<file path="config.mk">
export PLATFORM = sky130hd
export DESIGN_NAME = spi_response_transmitter
export DESIGN_NICKNAME = d
export VERILOG_FILES = /design/src/rtl/spi_sd_pkg.sv /design/src/rtl/spi_clk_edge_detect.sv /design/src/rtl/spi_response_transmitter.sv
export SDC_FILE = /design/constraint.sdc
export NUM_CORES = 1
export LEC_CHECK = 0
export CORE_MARGIN = 4
export CORE_UTILIZATION = 53
export DETAILED_ROUTE_END_ITERATION = 10
export PLACE_DENSITY = 0.8
export SLEW_MARGIN = 30
export SYNTH_ARGS = -nofsm -noshare
export SYNTH_HDL_FRONTEND = slang
export SYNTH_SLANG_ARGS = --single-unit
</file>
<file path="constraint.sdc">
create_clock -name clock -period 2.8 [get_ports clock]
set_input_delay 0.42 -clock clock [delete_from_list [all_inputs] [get_ports clock]]
set_output_delay 0.42 -clock clock [all_outputs]
set_load 0.02 [all_outputs]
</file>
<file path="src/rtl/spi_sd_pkg.sv">
`default_nettype none
// ============================================================================
// Module   : spi_sd_pkg
// Purpose  : Encodings and constants shared by the SD SPI-mode command
//            receiver and response transmitter.
// Revision : 1.0 - initial release
// ============================================================================
package spi_sd_pkg;

    typedef enum logic [1:0] {
        RESP_R1   = 2'd0,
        RESP_R3   = 2'd1,
        RESP_R7   = 2'd2,
        RESP_RSVD = 2'd3
    } resp_kind_t;

    typedef enum logic [1:0] {
        ST_IDLE  = 2'd0,
        ST_NCR   = 2'd1,
        ST_SHIFT = 2'd2,
        ST_DONE  = 2'd3
    } tx_state_t;

    localparam int unsigned C_R1_IDLE_BIT        = 0;
    localparam int unsigned C_R1_ILLEGAL_CMD_BIT = 2;
    localparam logic [7:0]  C_FILL_BYTE          = 8'hFF;
    localparam int unsigned C_SHIFT_W            = 40;
    localparam int unsigned C_CNT_W              = 9;

    // The reserved encoding is answered as a plain R1.
    function automatic resp_kind_t norm_kind(input logic [1:0] kind);
        return (kind == RESP_RSVD) ? RESP_R1 : resp_kind_t'(kind);
    endfunction

    // Index of the last response bit, counted down to zero while shifting.
    function automatic logic [C_CNT_W-1:0] resp_last_bit(input resp_kind_t kind);
        return (kind == RESP_R1) ? C_CNT_W'(7) : C_CNT_W'(39);
    endfunction

endpackage
`default_nettype wire

</file>
<file path="src/rtl/spi_clk_edge_detect.sv">
`default_nettype none
// ============================================================================
// Module   : spi_clk_edge_detect
// Purpose  : Synchronises the host SPI clock and chip select, and produces
//            single-cycle fall/rise pulses of the SPI clock.
// Revision : 1.0 - initial release
// ============================================================================
module spi_clk_edge_detect #(
    parameter int SYNC_STAGES = 2
) (
    input  logic clk,
    input  logic rst,
    input  logic i_spi_clk,
    input  logic i_cs,
    output logic o_cs,
    output logic o_fall,
    output logic o_rise
);

    logic w_spi_cur;
    logic r_spi_prev;

    generate
        if (SYNC_STAGES > 0) begin : g_sync
            logic [SYNC_STAGES-1:0] r_clk_sync;
            logic [SYNC_STAGES-1:0] r_cs_sync;

            // Chip select resets to deselected so nothing aborts or counts early.
            always_ff @(posedge clk) begin
                if (rst) begin
                    r_clk_sync <= '0;
                    r_cs_sync  <= '1;
                end else begin
                    r_clk_sync[0] <= i_spi_clk;
                    r_cs_sync[0]  <= i_cs;
                    for (int i = 1; i < SYNC_STAGES; i++) begin
                        r_clk_sync[i] <= r_clk_sync[i-1];
                        r_cs_sync[i]  <= r_cs_sync[i-1];
                    end
                end
            end

            assign w_spi_cur = r_clk_sync[SYNC_STAGES-1];
            assign o_cs      = r_cs_sync[SYNC_STAGES-1];
        end else begin : g_bypass
            assign w_spi_cur = i_spi_clk;
            assign o_cs      = i_cs;
        end
    endgenerate

    always_ff @(posedge clk) begin
        if (rst) begin
            r_spi_prev <= 1'b0;
        end else begin
            r_spi_prev <= w_spi_cur;
        end
    end

    assign o_fall = r_spi_prev & ~w_spi_cur;
    assign o_rise = ~r_spi_prev & w_spi_cur;

endmodule
`default_nettype wire

</file>
<file path="src/rtl/spi_response_transmitter.sv">
`default_nettype none
// ============================================================================
// Module   : spi_response_transmitter
// Purpose  : Sends SD SPI-mode R1/R3/R7 responses MSB-first on DO, preceded
//            by NCR_BYTES fill bytes, changing DO after host SPI clock falls.
// Revision : 1.0 - initial release
// ============================================================================
module spi_response_transmitter
    import spi_sd_pkg::*;
#(
    parameter int NCR_BYTES   = 1,
    parameter int SYNC_STAGES = 2
) (
    input  logic        clock,
    input  logic        reset,
    input  logic        io_SpiClk,
    input  logic        io_CS,
    input  logic        io_RespValid,
    input  logic [1:0]  io_RespKind,
    input  logic [7:0]  io_R1,
    input  logic [31:0] io_Payload,
    output logic        io_RespReady,
    output logic        io_DO,
    output logic        io_Busy,
    output logic        io_Done
);

    localparam logic [C_CNT_W-1:0] C_NCR_LAST = C_CNT_W'(8 * NCR_BYTES - 1);
    localparam logic               C_DO_IDLE  = C_FILL_BYTE[7];

    tx_state_t              r_state,   w_state_nxt;
    resp_kind_t             r_kind,    w_kind_nxt;
    logic [C_SHIFT_W-1:0]   r_shift,   w_shift_nxt;
    logic [C_CNT_W-1:0]     r_bit_cnt, w_bit_cnt_nxt;
    logic                   r_do,      w_do_nxt;

    logic w_cs_high;
    logic w_spi_fall;
    logic w_spi_rise_unused;
    logic w_fall_en;

    spi_clk_edge_detect #(
        .SYNC_STAGES (SYNC_STAGES)
    ) u_edge (
        .clk       (clock),
        .rst       (reset),
        .i_spi_clk (io_SpiClk),
        .i_cs      (io_CS),
        .o_cs      (w_cs_high),
        .o_fall    (w_spi_fall),
        .o_rise    (w_spi_rise_unused)
    );

    // Falls seen while deselected never advance the transfer.
    assign w_fall_en = w_spi_fall & ~w_cs_high;

    always_ff @(posedge clock) begin
        if (reset) begin
            r_state   <= ST_IDLE;
            r_kind    <= RESP_R1;
            r_shift   <= '0;
            r_bit_cnt <= '0;
            r_do      <= 1'b1;
        end else begin
            r_state   <= w_state_nxt;
            r_kind    <= w_kind_nxt;
            r_shift   <= w_shift_nxt;
            r_bit_cnt <= w_bit_cnt_nxt;
            r_do      <= w_do_nxt;
        end
    end

    always_comb begin
        w_state_nxt   = r_state;
        w_kind_nxt    = r_kind;
        w_shift_nxt   = r_shift;
        w_bit_cnt_nxt = r_bit_cnt;
        w_do_nxt      = r_do;

        unique case (r_state)
            ST_IDLE: begin
                w_do_nxt = C_DO_IDLE;
                if (io_RespValid) begin
                    w_kind_nxt    = norm_kind(io_RespKind);
                    w_shift_nxt   = {io_R1, io_Payload};
                    w_bit_cnt_nxt = C_NCR_LAST;
                    w_state_nxt   = ST_NCR;
                end
            end
            ST_NCR: begin
                w_do_nxt = C_DO_IDLE;
                if (w_cs_high) begin
                    w_state_nxt = ST_IDLE;
                end else if (w_fall_en) begin
                    if (r_bit_cnt == '0) begin
                        // The fall that ends the gap already carries the first bit.
                        w_state_nxt   = ST_SHIFT;
                        w_bit_cnt_nxt = resp_last_bit(r_kind);
                        w_do_nxt      = r_shift[C_SHIFT_W-1];
                        w_shift_nxt   = r_shift << 1;
                    end else begin
                        w_bit_cnt_nxt = r_bit_cnt - 1'b1;
                    end
                end
            end
            ST_SHIFT: begin
                if (w_cs_high) begin
                    w_do_nxt    = C_DO_IDLE;
                    w_state_nxt = ST_IDLE;
                end else if (w_fall_en) begin
                    if (r_bit_cnt == '0) begin
                        w_do_nxt    = C_DO_IDLE;
                        w_state_nxt = ST_DONE;
                    end else begin
                        w_do_nxt      = r_shift[C_SHIFT_W-1];
                        w_shift_nxt   = r_shift << 1;
                        w_bit_cnt_nxt = r_bit_cnt - 1'b1;
                    end
                end
            end
            ST_DONE: begin
                w_do_nxt    = C_DO_IDLE;
                w_state_nxt = ST_IDLE;
            end
            default: begin
                w_do_nxt    = C_DO_IDLE;
                w_state_nxt = ST_IDLE;
            end
        endcase
    end

    assign io_DO        = r_do;
    assign io_RespReady = (r_state == ST_IDLE);
    assign io_Busy      = (r_state != ST_IDLE);
    assign io_Done      = (r_state == ST_DONE);

endmodule
`default_nettype wire

</file>
==> flow_metrics.env <==
export IMPL_pre_cts_ws_ns=0.501
export IMPL_cts_resized_gates=0
export IMPL_yosys_warnings=0
export IMPL_place_inst=414
export IMPL_syn_area_sq_um=3030
export IMPL_drt_total_wl_um=6080
export IMPL_r2r_setup_slack_ns=0.47
export IMPL_cp_num_cells=8
export IMPL_maxSlewViolCount=0
export IMPL_final_cell_mix="dfxtp_1 (59), nor2_1 (56), clkdlybuf4s50_1 (49)"
export IMPL_hold_buffers=0
export IMPL_cp_top_family="simple AND/OR/NAND/NOR gates"
export IMPL_critical_path_endpoint="r_shift[37]"
export IMPL_crit_required_ns=3.06
export IMPL_rsz0062_at_grt="false"
export IMPL_fin_skew_ns=0.00840
export IMPL_synth_avg_cell_area_sq_um=9.94
export IMPL_fmax_mhz=430
export IMPL_drive_above_1_share=0.188
export IMPL_run_status="finished clean"
export IMPL_slowest_delay_ns=0.37
export IMPL_synth_seq_cells=59
export IMPL_clk_pin_slew_ns=0.06
export IMPL_powerDensity_nw_per_um2=635
export IMPL_cp_common_cell="nor2_1"
export IMPL_fin_ws_ns=0.473
export IMPL_track_usage=0.177
export IMPL_numCtsBuffers=9
export IMPL_reg2reg_depth=8
export IMPL_startpoint="r_state[1]"
export IMPL_relSlewSlack=0.571
export IMPL_peakVddDrop_v=0.000346
export IMPL_cts_tree="yes"
export IMPL_avgRoutedWirePerCell_um=14.2
export IMPL_postRouteAntennaNets=0
export IMPL_critPathLaunchType="register"
export IMPL_hold_viol_final=0
export IMPL_gp_congestion=0.853
export IMPL_drtIter0Drc=147
export IMPL_p_leak_nw=1.39
export IMPL_ioPinCount=51
export IMPL_post_cts_buffers=0
export IMPL_clkLatencyLatePin_ns=0.34
export IMPL_holdWs_ns=0.429
export IMPL_cts_sinks=59
export IMPL_antenna_diode_count=0
export IMPL_min_period_ns=2.33
export IMPL_r2r_end="r_shift[37]"
export IMPL_syn2layout_area_growth_pct=23.0
export IMPL_setup_viol=0
export IMPL_critPathCaptureType="register"
export IMPL_seq_area_frac_synth=0.390
export IMPL_critPathArrivalTime_ns=2.58
export IMPL_worstMarginPinSlew_ns=0.636
export IMPL_dp_hpwl_um=4120
export IMPL_die_h_um=83.6
export IMPL_cts_root_buf="clkbuf_8"
export IMPL_syn_nets=358
export IMPL_clockBufferDepth=2
export IMPL_synthCells=305
export IMPL_final_cells=429
export IMPL_port_buffers=50
export IMPL_first_pass_iters=4
export IMPL_grt_pass1_wl_um=10100
export IMPL_final_nets=406
export IMPL_cp_max_fo=80
export IMPL_fin_area_sq_um=3730
export IMPL_grt_overflow=0
export IMPL_vias=2395
export IMPL_path_class="reg2reg"
export IMPL_post_drt_via_cell_ratio=5.58
export IMPL_rr_startpoint="r_state[1]"
export IMPL_power_mw=2.37
export IMPL_synth_cell_types=39
export IMPL_drc=0
export IMPL_grt_start_max_net_pins=81
export IMPL_maxCapViolCount=0
export IMPL_timing_setup_tns_ns=0
export IMPL_postLayoutCoreUtil=0.673
export IMPL_mostFrequentLayoutCell="dfxtp_1"
export IMPL_die_w_um=83.6
export IMPL_die_area_sq_um=6990
export IMPL_min_path_type="reg2reg"
export IMPL_worstPathBufferInverterCount=2
export IMPL_placed_area_sq_um=3550
export IMPL_core_sq_um=5540
export IMPL_antenna_found_initial=0
export IMPL_cts_max_level=3
export IMPL_fin_crit_sh=0.831
export IMPL_critPathSlowestCell="nor2_1"
export IMPL_num_rows=27
export IMPL_initial_core_util=0.547
export IMPL_grt_pass1_vias=2260
export IMPL_cp_cell_sequence="inv_1 -> ha_1 -> nor2_1 -> o211ai_2 -> nor3_4 -> buf_12 -> nor2_1 -> a211oi_2"
==> state kept, by name (all words and copies together), names as in the netlist <==
signal                    flops
u_edge.g_sync.r_cs_sync       2
r_shift                      40
r_bit_cnt                     9
u_edge.r_spi_prev             1
r_state                       2
r_kind                        2
u_edge.g_sync.r_clk_sync      2
io_DO                         1
==> layer usage <==
metal	vias up	wire length (um)	global-route usage
met5	-	0	0
met4	0	82	0.0614
met3	9	448	0.0691
met2	74	2730	0.270
met1	1106	2820	0.228
li1	1206	-	-
==> cells in the mapped netlist, drive strengths merged <==
library cell	instances	share of area
a2111o	1	0.0037
a211o	3	0.0087
a211oi	40	0.16
a21o	3	0.0074
a21oi	9	0.015
a311oi	2	0.0058
a31o	1	0.0029
a31oi	2	0.0041
and4	1	0.0029
and4b	1	0.0033
buf	10	0.031
clkbuf	10	0.012
dfxtp	59	0.39
ha	6	0.025
inv	9	0.011
mux2i	39	0.13
nand2	7	0.0087
nand2b	4	0.0083
nand3	2	0.0033
nand4	2	0.0041
nor2	56	0.069
nor2b	4	0.0083
nor3	4	0.010
nor3b	5	0.012
nor4	3	0.0062
nor4b	1	0.0050
o211ai	2	0.0066
o21ai	5	0.0083
o22ai	3	0.0062
o31ai	5	0.012
or2	2	0.0041
or3	1	0.0021
or4	2	0.0050
or4b	1	0.0045
==> where the power goes <==
| group | switching (mW) | internal (mW) |
|---|---|---|
| clock network | 0.316 | 0.404 |
| logic | 0.346 | 0.290 |
| registers | 0.0618 | 0.949 |
| total | 0.724 | 1.64 |
==> cell families after synthesis <==
family,share of synthesized area
AOI/OAI and AO/OA,0.244
adders and majority gates,0.0248
buffers and inverters,0.0545
DFF,0.390
muxes,0.129
and+or+nand+nor,0.158
==> layout make-up <==
| cell class | instances | area, sq um |
|---|---|---|
| clock buffers | 12 | 135 |
| clock inverters | 3 | 40.0 |
| fillers | 465 | 1810 |
| inverters | 9 | 33.8 |
| multi-input cells | 217 | 1690 |
| flip-flops and latches | 59 | 1180 |
| well taps | 72 | 90.1 |
| repair buffers | 57 | 561 |
==> worst min path at each step <==
stage	start	endpoint	slack (ns)	cells past startpoint
finish	u_edge.g_sync.r_cs_sync[0]	u_edge.g_sync.r_cs_sync[1]	0.43	1
global route	u_edge.g_sync.r_cs_sync[0]	u_edge.g_sync.r_cs_sync[1]	0.44	1
CTS	u_edge.g_sync.r_cs_sync[0]	u_edge.g_sync.r_cs_sync[1]	0.43	1
detailed placement	u_edge.g_sync.r_cs_sync[0]	u_edge.g_sync.r_cs_sync[1]	0.42	1
global placement	u_edge.g_sync.r_cs_sync[0]	u_edge.g_sync.r_cs_sync[1]	0.39	1
floorplan	u_edge.g_sync.r_cs_sync[0]	u_edge.g_sync.r_cs_sync[1]	0.39	1
==> worst reg2reg max path, stage by stage, from the launching register on <==
cell and delay [ns]:
dfxtp_1 0.36, inv_1 0.09, ha_1 0.22, nor2_1 0.37, o211ai_2 0.24, nor3_4 0.25
buf_12 0.37, nor2_1 0.15, a211oi_2 0.19
(Power assumes the default switching activity.)
